`src/rtl/piso.sv`:
```
// piso: parallel-in serial-out transmitter.
// Accepts a WIDTH-bit word on a valid/ready handshake and shifts it out one
// bit per enabled cycle, with per-bit valid and end-of-word markers so the
// receiving sipo can frame words. Back-to-back words leave no idle bit.
module piso #(
    parameter int WIDTH     = 4,
    parameter bit MSB_FIRST = 1'b1
) (
    input  logic             clk,
    input  logic             rst,
    input  logic             en,
    input  logic [WIDTH-1:0] par_in,
    input  logic             load_valid,
    output logic             load_ready,
    output logic             serial,
    output logic             serial_valid,
    output logic             last,
    output logic             busy
);

    localparam int CW = (WIDTH > 1) ? $clog2(WIDTH) : 1;

    typedef enum logic {
        IDLE  = 1'b0,
        SHIFT = 1'b1
    } state_t;

    state_t           state_q, state_d;
    logic [WIDTH-1:0] shreg_q, shreg_d;
    logic [CW-1:0]    cnt_q,   cnt_d;

    logic cntZero;
    logic loadFire;

    assign cntZero  = (cnt_q == '0);
    assign busy     = (state_q == SHIFT);
    assign last     = busy & cntZero;

    // The bit strobe on the final bit frees the shifter for the next word in
    // the same edge, which is what gives zero-gap back-to-back transfers.
    assign load_ready   = (state_q == IDLE) | (busy & cntZero & en);
    assign serial_valid = busy & en;
    assign loadFire     = load_valid & load_ready;

    // The output end of the shifter drives the line; gated by busy so the
    // line rests at 0 while idle whatever the shifter holds.
    assign serial = busy & (MSB_FIRST ? shreg_q[WIDTH-1] : shreg_q[0]);

    // Next-state logic: load on a handshake, otherwise advance one bit per
    // enabled cycle and drop back to IDLE once the final bit has gone out.
    always_comb begin
        state_d = state_q;
        shreg_d = shreg_q;
        cnt_d   = cnt_q;
        if (loadFire) begin
            state_d = SHIFT;
            shreg_d = par_in;
            cnt_d   = CW'(WIDTH - 1);
        end else if (busy && en) begin
            if (!cntZero) begin
                if (MSB_FIRST) begin
                    shreg_d = {shreg_q[WIDTH-2:0], 1'b0};
                end else begin
                    shreg_d = {1'b0, shreg_q[WIDTH-1:1]};
                end
                cnt_d = cnt_q - 1'b1;
            end else begin
                state_d = IDLE;
                shreg_d = '0;
            end
        end
    end

    // State registers; reset abandons any word in flight.
    always_ff @(posedge clk) begin
        if (rst) begin
            state_q <= IDLE;
            shreg_q <= '0;
            cnt_q   <= '0;
        end else begin
            state_q <= state_d;
            shreg_q <= shreg_d;
            cnt_q   <= cnt_d;
        end
    end

endmodule
```
`config.mk`:
```
export PLATFORM = sky130hd
export DESIGN_NAME = piso
export DESIGN_NICKNAME = d
export VERILOG_FILES = /design/src/rtl/piso.sv
export SDC_FILE = /design/constraint.sdc
export NUM_CORES = 1
export LEC_CHECK = 0
export CAP_MARGIN = 10
export CORE_AREA = 2 2 39 41
export DETAILED_ROUTE_END_ITERATION = 10
export DIE_AREA = 0 0 41 43
export SLEW_MARGIN = 20
export SYNTH_ARGS = -nofsm -noshare
export SYNTH_HDL_FRONTEND = slang
export SYNTH_SLANG_ARGS = --single-unit
```
`constraint.sdc`:
```
create_clock -name clk -period 1.83 [get_ports clk]
set_input_delay 0.366 -clock clk [delete_from_list [all_inputs] [get_ports clk]]
set_output_delay 0.366 -clock clk [all_outputs]
set_load 0.01 [all_outputs]
```
Word-level counts from Yosys, hierarchy flattened
Cells that the tools add are included.
Widths: inputs -> output; s select.
- input bits: 8
- flip-flop bits (word level): 7
- word-level logic and storage cells: 27
- output and inout port bits: 5
- add/subtract/negate cells: 1
- equality and inequality tests: 1
- bitwise operators: 7
- multiplexer cells: 9
- reduce and logical (&&, ||, !) cells: 6
- operators by type and width (cell ; count):
    $mux 4 ; 3
    $mux 2 ; 3
    $and 1x1->1 ; 5
    $reduce_and 2->1 ; 2
    $reduce_bool 2->1 ; 2
    $mux 1 ; 3
    $logic_not 2->1 ; 1
    $ne 2x1->1 const B ; 1
    $sub 2x1->2 const B ; 1
    $logic_and 1x1->1 ; 1
    $not 1->1 ; 1
    $or 1x1->1 ; 1

Longest topological paths before layout
Gate-level depths: netlist of run 1.
- depth after elaboration: 7
- mapped depth: 6
- depth with buffers taken out: 5

Worst setup path before layout of run 1
No wires, ideal clock.
- path type: register to register
- from: register cnt_q[0]
- to: register shreg_q[2]
- clock period less this slack: 1.278 ns
- stages on the path, launching flop included: 6
- required time: 1.730 ns
- path buffers: 1
- path slack: 0.552 ns
- arrival: 1.179 ns
- setup time: 0.100 ns
- cells stage by stage: dfxtp_1 inv_1 ha_1 buf_2 mux2i_1 a2111oi_4
- longest elaborated chain between the ends: 6
- elaborated cells between the ends (all ways): 9
- classes of those cells: mux: 3; bitwise: 4; reduce/logical: 2
- ends and longest elaborated chain (element ; RTL line ; source):
    from (decl) ; 30 ; logic [CW-1:0] cnt_q, cnt_d;
    from (signal assigned) ; 83 ; cnt_q <= cnt_d;
    $logic_not 2->1 (*) ; 35 ; assign cntZero = (cnt_q == '0);
    $and 1x1->1 (2 in a row) ; 41 ; assign load_ready = (state_q == IDLE) | (busy & cntZero & en);
    $or 1x1->1 ; 41 ;
    $and 1x1->1 ; 43 ; assign loadFire = load_valid & load_ready;
    $mux 4 or $reduce_bool 2->1 (tied branches) ; n/a ;
    to (signal assigned) ; 82 ; shreg_q <= shreg_d;
    to (decl) ; 29 ; logic [WIDTH-1:0] shreg_q, shreg_d;
Mark *: on every way between the ends. The rest lies on a longest branch, timed or not. The select of a mux whose other input is x is not followed.
A chain may end at the register's enable or synchronous reset.

Worst setup path in the final report of run 1
- from: register state_q (netlist: busy)
- to: output serial
- longest elaborated chain between the ends: 1
- ends and longest elaborated chain (element ; RTL line ; source):
    from (decl) ; 28 ; state_t state_q, state_d;
    from (signal assigned) ; 81 ; state_q <= state_d;
    $and 1x1->1 ; 47 ; assign serial = busy & (MSB_FIRST ? shreg_q[WIDTH-1] : shreg_q[0]);
    to (decl) ; 15 ; output logic serial,
No other way between the ends.

==> flow_summary.ini, run 1 <==
[critical_path]
worstSetupPathType = register to output pin
critical_path.cell_chain = and2_1 -> clkdlybuf4s50_1
crit-reg2reg-launch = cnt_q[0]$_SDFFE_PP0P_
worst_path_largest_cell_delay_ns = 0.52
crit-reg2reg-capture = shreg_q[2]$_SDFFE_PP0P_
worstPathArrival_ns = 1.32
cp_max_fo = 10
ff2ff_setup_slack_ns = 0.49
path_depth = 2
worstPathRequired_ns = 1.46
worst-r2r-cell-count = 5
critPathCaptureType = output pin
worst_setup_path_start_kind = register
critical_path.n_buffers_inverters = 1
worst_path_dominant_cell_family = buffers and inverters
critical-path-slowest-cell = sky130_fd_sc_hd__clkdlybuf4s50_1

[pwr]
share_seq_of_total_power_pct = 38.0
leakage_nw = 0.293
total_switching_power_uw = 138
maximum_vdd_drop_v = 0.000272
pwr_density_cell_nw_per_um2 = 677
share_clk_of_total_power_pct = 30.7
comb_power_share_pct = 31.3
switching_share_pct = 29.5
internal-power_uw = 331

[sta]
slew_violations = 0
post-route-period-util_pct = 92.1
max-slew-margin-rel_pct = 74.1
final_period_minus_worst_setup_slack_ns = 1.69
fmaxAchievable_ghz = 0.593
final_setup_vio_count = 0
timing.hold.ws_ns = 0.466
unrepaired_setup_endpoints_after_global_routing = no
max_slew.worst_pin.slew_ns = 0.387
finalHoldViolCount = 0
fin_skew_ns = 0.00723

[grt]
first_global_vias = 441
grtUsageTotal_pct = 15.0
grt_first_pass_wirelength_um = 1860
grt_overflow_total = 0
grt_start_max_net_pins = 11
antenna_violations_before_repair = 0

[clock_tree]
max-clock-path-buffers = 2
tritoncts_clock_tree = built
cts_post_setup_buffers_inserted = 0
clk_pin_slew_ns = 0.05
htree_num_levels = 1
clock_sinks = 7
cts_buffers = 3
clock_insertion_delay_worst_skew_ns = 0.25
cts_root_buf = sky130_fd_sc_hd__clkbuf_4
post_cts_hold_buffer_count = 0

[yosys]
synth.mux.area_fraction_pct = 4.07
synth-xor-area-share_pct = 0
primary_ff_master_synth = sky130_fd_sc_hd__dfxtp_1
leading_cell_types_by_count_after_synthesis = 7 x sky130_fd_sc_hd__dfxtp_1, 4 x sky130_fd_sc_hd__nor2_1, 3 x sky130_fd_sc_hd__a21oi_1, 3 x sky130_fd_sc_hd__inv_1
synth.yosys.seq_area_share_pct = 28.5
syn_inst = 55
synthesis.area_per_instance_um2 = 8.94
synth.cell_area_um2 = 492
synth_most_common_cell = sky130_fd_sc_hd__dfxtp_1
synth_fp_nets = 64
yosys.area_share.adder_pct = 2.54
ys_top_cells_by_area = sky130_fd_sc_hd__dfxtp_1 28%, sky130_fd_sc_hd__a2111oi_4 5.6%, sky130_fd_sc_hd__buf_6 4.6%
main_combinational_cell_family_by_area_after_synthesis = simple AND/OR/NAND/NOR gates
asyncSetResetFlopFracSynth_pct = 0
synth.ff_latch_count = 7
synth.top_cell.area_share_pct = 28.5
synth_enable_flop_cells = 0
synth.yosys.warnings = 0
synth_top_area_cell = sky130_fd_sc_hd__dfxtp_1
synth_compound_area_share_pct = 26.5
area_fraction_in_and_or_nand_and_nor_cells_after_synthesis_pct = 28.8
synth_cell_type_count = 30

[placement]
gp_congestion = 0.757
place_area_um2 = 667
placement.io_buffers = 12
placed_cells = 88
dp_hpwl_um = 833

[cells_and_area]
insertedDiodeCount = 0
nets = 86
syn_to_final_growth_pct = 41.0
final_core_util_pct = 50.1
drive_above_1_share_pct = 28.9
finalNonFillerCells = 92
design_area_um2 = 693

[hold_path]
holdCritPathClass = register to register
worst_min_delay_path_endpoint = cnt_q[1]$_SDFFE_PP0P_
number_of_stages_on_the_worst_hold_path = 2
hold_start = cnt_q[1]$_SDFFE_PP0P_

[routing]
drt_wl_total_um = 1050
route.detailed.vias_per_inst = 4.97
drt_iter0_markers = 6
drtAntennaViolNets = 0
vias = 457
wl_per_cell_um = 11.4
drt_drc_violations_left = 0
drt_pass1_iterations = 4

[run]
max-cap-violations = 0

[floorplanning]
core-area_um2 = 1380
die_h_um = 43
std_cell_rows = 14
dieArea_um2 = 1760
x_dimension_of_the_die_um = 41
initial_core_util_pct = 35.5
io_pins = 13

[outcome]
status = completed
worst max-delay path by stage:
stage,startpoint,to,slack (ns)
2_1_floorplan,cnt_q[0]$_SDFFE_PP0P_,shreg_q[2]$_SDFFE_PP0P_,0.55
3_3_place_gp,en,load_ready,-0.16
3_5_place_dp,en,load_ready,-0.16
4_1_cts,busy$_SDFFE_PP0P_,serial,0.03
5_1_grt,busy$_SDFFE_PP0P_,serial_valid,0.07
6_report,busy$_SDFFE_PP0P_,serial,0.14
power by group through the flow:
stage               Combinational, mW  Clock (mW)  Sequential [mW]
floorplan                      0.0881           0            0.179
global placement                0.147           0            0.181
detailed placement              0.148           0            0.181
CTS                             0.146       0.147            0.178
global route                    0.162       0.156            0.180
finish                          0.147       0.144            0.178
metrics by stage:
stage          setup slack [ns]  power [mW]  TNS (ns)
2_1_floorplan             0.552       0.267         0
3_3_place_gp             -0.156       0.328    -0.293
3_5_place_dp             -0.159       0.329    -0.277
4_1_cts                  0.0337       0.472         0
5_1_grt                  0.0675       0.498         0
6_report                  0.144       0.469         0
sequential cells by signal, summed over array words and instances (netlist names):
signal   flops
shreg_q      4
cnt_q        2
busy         1
cell families after synthesis:
group / count (synthesis)
flops: 7
mux: 2
buf+inv: 8
simple gates: 23
compound gates: 14
fa+ha+maj: 1
tightest hold or removal path: stages, from the launching register on:
cell                       delay [ns]
sky130_fd_sc_hd__dfxtp_1         0.29
sky130_fd_sc_hd__inv_1           0.07
sky130_fd_sc_hd__a21boi_1        0.06
placed cells by master (no fill, tap or decap), types with 2 or more instances in the layout:
master | synthesis | final
sky130_fd_sc_hd__a211oi_1 | 2 | 2
sky130_fd_sc_hd__a21oi_1 | 3 | 3
sky130_fd_sc_hd__a31oi_1 | 2 | 2
sky130_fd_sc_hd__and2_1 | 2 | 2
sky130_fd_sc_hd__and2b_1 | 2 | 2
sky130_fd_sc_hd__and3_1 | 2 | 2
sky130_fd_sc_hd__buf_4 | 0 | 9
sky130_fd_sc_hd__clkbuf_4 | 0 | 3
sky130_fd_sc_hd__clkdlybuf4s50_1 | 0 | 9
sky130_fd_sc_hd__dfxtp_1 | 7 | 6
sky130_fd_sc_hd__dlygate4sd2_1 | 0 | 3
sky130_fd_sc_hd__inv_1 | 3 | 3
sky130_fd_sc_hd__mux2i_1 | 2 | 2
sky130_fd_sc_hd__nand2_1 | 2 | 2
sky130_fd_sc_hd__nand3b_1 | 2 | 2
sky130_fd_sc_hd__nor2_1 | 4 | 4
sky130_fd_sc_hd__o21ai_0 | 2 | 2
sky130_fd_sc_hd__or2b_1 | 2 | 2
per-layer routing:
layer | global-route usage [%] | routed length (µm) | vias to the layer above
met5 | 0 | 0 | -
met4 | 6.00 | 8 | 0
met3 | 3.14 | 60 | 2
met2 | 21.6 | 450 | 14
met1 | 21.0 | 529 | 202
li1 | - | - | 239
final cells by class:
| class | instances | area [µm²] |
|---|---|---|
| multi-input combinational | 40 | 307 |
| tap | 16 | 20.0 |
| clock buffer | 4 | 26.3 |
| inverter | 4 | 15.0 |
| timing repair buffer | 21 | 184 |
| fill | 142 | 691 |
| sequential | 7 | 141 |
repair_timing:
action | in CTS | in global routing
resized for setup | 4 | 1
endpoints found under the hold margin | 0 | 0
gates cloned | 0 | 0
setup endpoints to repair | 3 | 2
No activity file was read; power rests on OpenSTA's default activity.
==> inputs of run 2 (changes only) <==
--- a/config.mk
+++ b/config.mk
@@ -9,6 +9,7 @@
 export CORE_AREA = 2 2 39 41
 export DETAILED_ROUTE_END_ITERATION = 10
 export DIE_AREA = 0 0 41 43
+export HOLD_SLACK_MARGIN = 0.1
 export SLEW_MARGIN = 20
 export SYNTH_ARGS = -nofsm -noshare
 export SYNTH_HDL_FRONTEND = slang
==> constraint.sdc (replaced) <==
create_clock -name clk -period 1.9 [get_ports clk]
set_input_delay 0.38 -clock clk [delete_from_list [all_inputs] [get_ports clk]]
set_output_delay 0.38 -clock clk [all_outputs]
set_load 0.01 [all_outputs]
==> run 2 against run 1 <==
Net effect: utilization fell by 0.54 points; flip-flop and latch count did not move; highest routed layer unchanged; clock skew fell by 0.0058 ns; sequential power fell by 3%; global-route usage rose by 1.4 points; non-clock buffer count fell by 1; largest power group unchanged; clock power barely moved; worst hold slack improved by 0.0028 ns; via count rose by 0.22%; setup slack improved by 0.0053 ns.
==> flow_summary.ini, run 2 (same netlist as run 1, synthesis figures left out) <==
[outcome]
status = completed

[grt]
grt_overflow_total = 0
first_global_vias = 435
grt_start_max_net_pins = 12
antenna_violations_before_repair = 0
grtUsageTotal_pct = 16.4
grt_first_pass_wirelength_um = 1920

[sta]
post-route-period-util_pct = 92.2
final_setup_vio_count = 0
max_slew.worst_pin.slew_ns = 0.375
unrepaired_setup_endpoints_after_global_routing = no
fin_skew_ns = 0.00143
final_period_minus_worst_setup_slack_ns = 1.75
max-slew-margin-rel_pct = 74.9
slew_violations = 0
finalHoldViolCount = 0
totalNegativeSetupSlack_ns = 0
postLayoutSetupSlackWorst_ns = 0.149
timing.hold.ws_ns = 0.469
fmaxAchievable_ghz = 0.571

[routing]
wl_per_cell_um = 11.7
topRoutingLayerUsed = met4
drt_pass1_iterations = 4
drt_wl_total_um = 1060
drt_drc_violations_left = 0
route.detailed.vias_per_inst = 5.03
met3RoutedLength_um = 49
drtAntennaViolNets = 0
vias = 458
routed_met1_length_um = 554
drt_iter0_markers = 6
wl_met2_um = 422

[floorplanning]
dieArea_um2 = 1760
x_dimension_of_the_die_um = 41
die_h_um = 43
std_cell_rows = 14
initial_core_util_pct = 35.5
io_pins = 13
core-area_um2 = 1380

[critical_path]
critical_path.cell_chain = nand2_2 -> inv_2 -> clkdlybuf4s50_1
worst_path_largest_cell_delay_ns = 0.53
worstSetupPathType = register to output pin
worst_setup_path_start_kind = register
critical_path.n_buffers_inverters = 2
worstPathRequired_ns = 1.52
critPathCaptureType = output pin
worst_path_dominant_cell_family = buffers and inverters
critical-path-slowest-cell = sky130_fd_sc_hd__clkdlybuf4s50_1
cp_max_fo = 11
worstPathArrival_ns = 1.37

[cells_and_area]
insertedDiodeCount = 0
final_cell_mix = 9 x sky130_fd_sc_hd__clkdlybuf4s50_1, 8 x sky130_fd_sc_hd__buf_4, 6 x sky130_fd_sc_hd__dfxtp_1
finalNonFillerCells = 91
layout.cells.most_common = sky130_fd_sc_hd__clkdlybuf4s50_1
design_area_um2 = 686
final_core_util_pct = 49.5
filler_cell_count = 153
top_register_by_number_of_flip_flops = shreg_q
drive_above_1_share_pct = 28.0
syn_to_final_growth_pct = 39.4
nets = 85
max_reg_flops = 4

[placement]
dp_hpwl_um = 801
placement.io_buffers = 12
gp_congestion = 0.765
place_area_um2 = 659
placed_cells = 87
pre_cts_ws_ns = -0.110

[pwr]
comb_power_share_pct = 30.4
maximum_vdd_drop_v = 0.000414
share_clk_of_total_power_pct = 31.4
leakage_nw = 0.288
share_seq_of_total_power_pct = 38.2
total_switching_power_uw = 135
fin_total_pwr_uw = 451
internal-power_uw = 316
pwr_density_cell_nw_per_um2 = 658
switching_share_pct = 29.9

[clock_tree]
clock_insertion_delay_worst_skew_ns = 0.26
cts_root_buf = sky130_fd_sc_hd__clkbuf_4
cts_buffers = 3
clk_pin_slew_ns = 0.06
tritoncts_clock_tree = built
post_cts_hold_buffer_count = 0
htree_num_levels = 1
clock_sinks = 7
max-clock-path-buffers = 2

[run]
max-cap-violations = 0

[hold_path]
holdCritPathClass = register to register
run 2: cell count changes in the layout (fill, tap and decap cells not counted), sizes merged:
cell,previous run,this run
buf,9,8
run 2: cell type report:
class	count	area [µm²]	area share, %
clock buffer	4	26.3	3.83
sequential	7	141	20.6
inverter	4	15.0	2.19
timing repair buffer	20	176	25.7
multi-input combinational	40	307	44.7
tap	16	20.0	2.92
run 2: worst paths after layout:
kind | end | cells after the start | slack [ns] | from
hold / removal | cnt_q[1]$_SDFFE_PP0P_ | 2 | 0.47 | cnt_q[1]$_SDFFE_PP0P_
setup / recovery | serial_valid | 3 | 0.15 | busy$_SDFFE_PP0P_
setup reg to reg | shreg_q[2]$_SDFFE_PP0P_ | 5 | 0.54 | cnt_q[0]$_SDFFE_PP0P_
hold reg to reg | cnt_q[1]$_SDFFE_PP0P_ | 2 | 0.47 | cnt_q[1]$_SDFFE_PP0P_
run 2: worst register-to-register path: cells and delay by family (launching register included):
family                   cells  cell delay (ns)
AO/OA/AOI/OAI                1             0.34
buffers and inverters        2             0.23
multiplexers                 1             0.15
flip-flops                   1             0.34
adder cells (fa/ha/maj)      1             0.21
run 2: layer usage:
| metal | vias up | GRT usage [%] |
|---|---|---|
| met2 | 11 | 19.7 |
| met3 | 4 | 4.71 |
| met1 | 204 | 23.5 |
| met4 | 0 | 12.0 |
| met5 | - | 0 |
| li1 | 239 | - |
run 2: power groups by stage:
| stage | Clock [mW] | Sequential (mW) | Combinational (mW) |
|---|---|---|---|
| after global placement | 0 | 0.175 | 0.139 |
| after floorplan | 0 | 0.172 | 0.0848 |
| after global routing | 0.153 | 0.175 | 0.153 |
| after CTS | 0.144 | 0.172 | 0.137 |
| final | 0.142 | 0.172 | 0.137 |
| after detailed placement | 0 | 0.175 | 0.139 |
run 2: timing repair:
item / 4_1_cts / 5_1_grt
setup endpoints to repair: 3 / 2
setup buffers: 0 / 0
resized for setup: 4 / 1
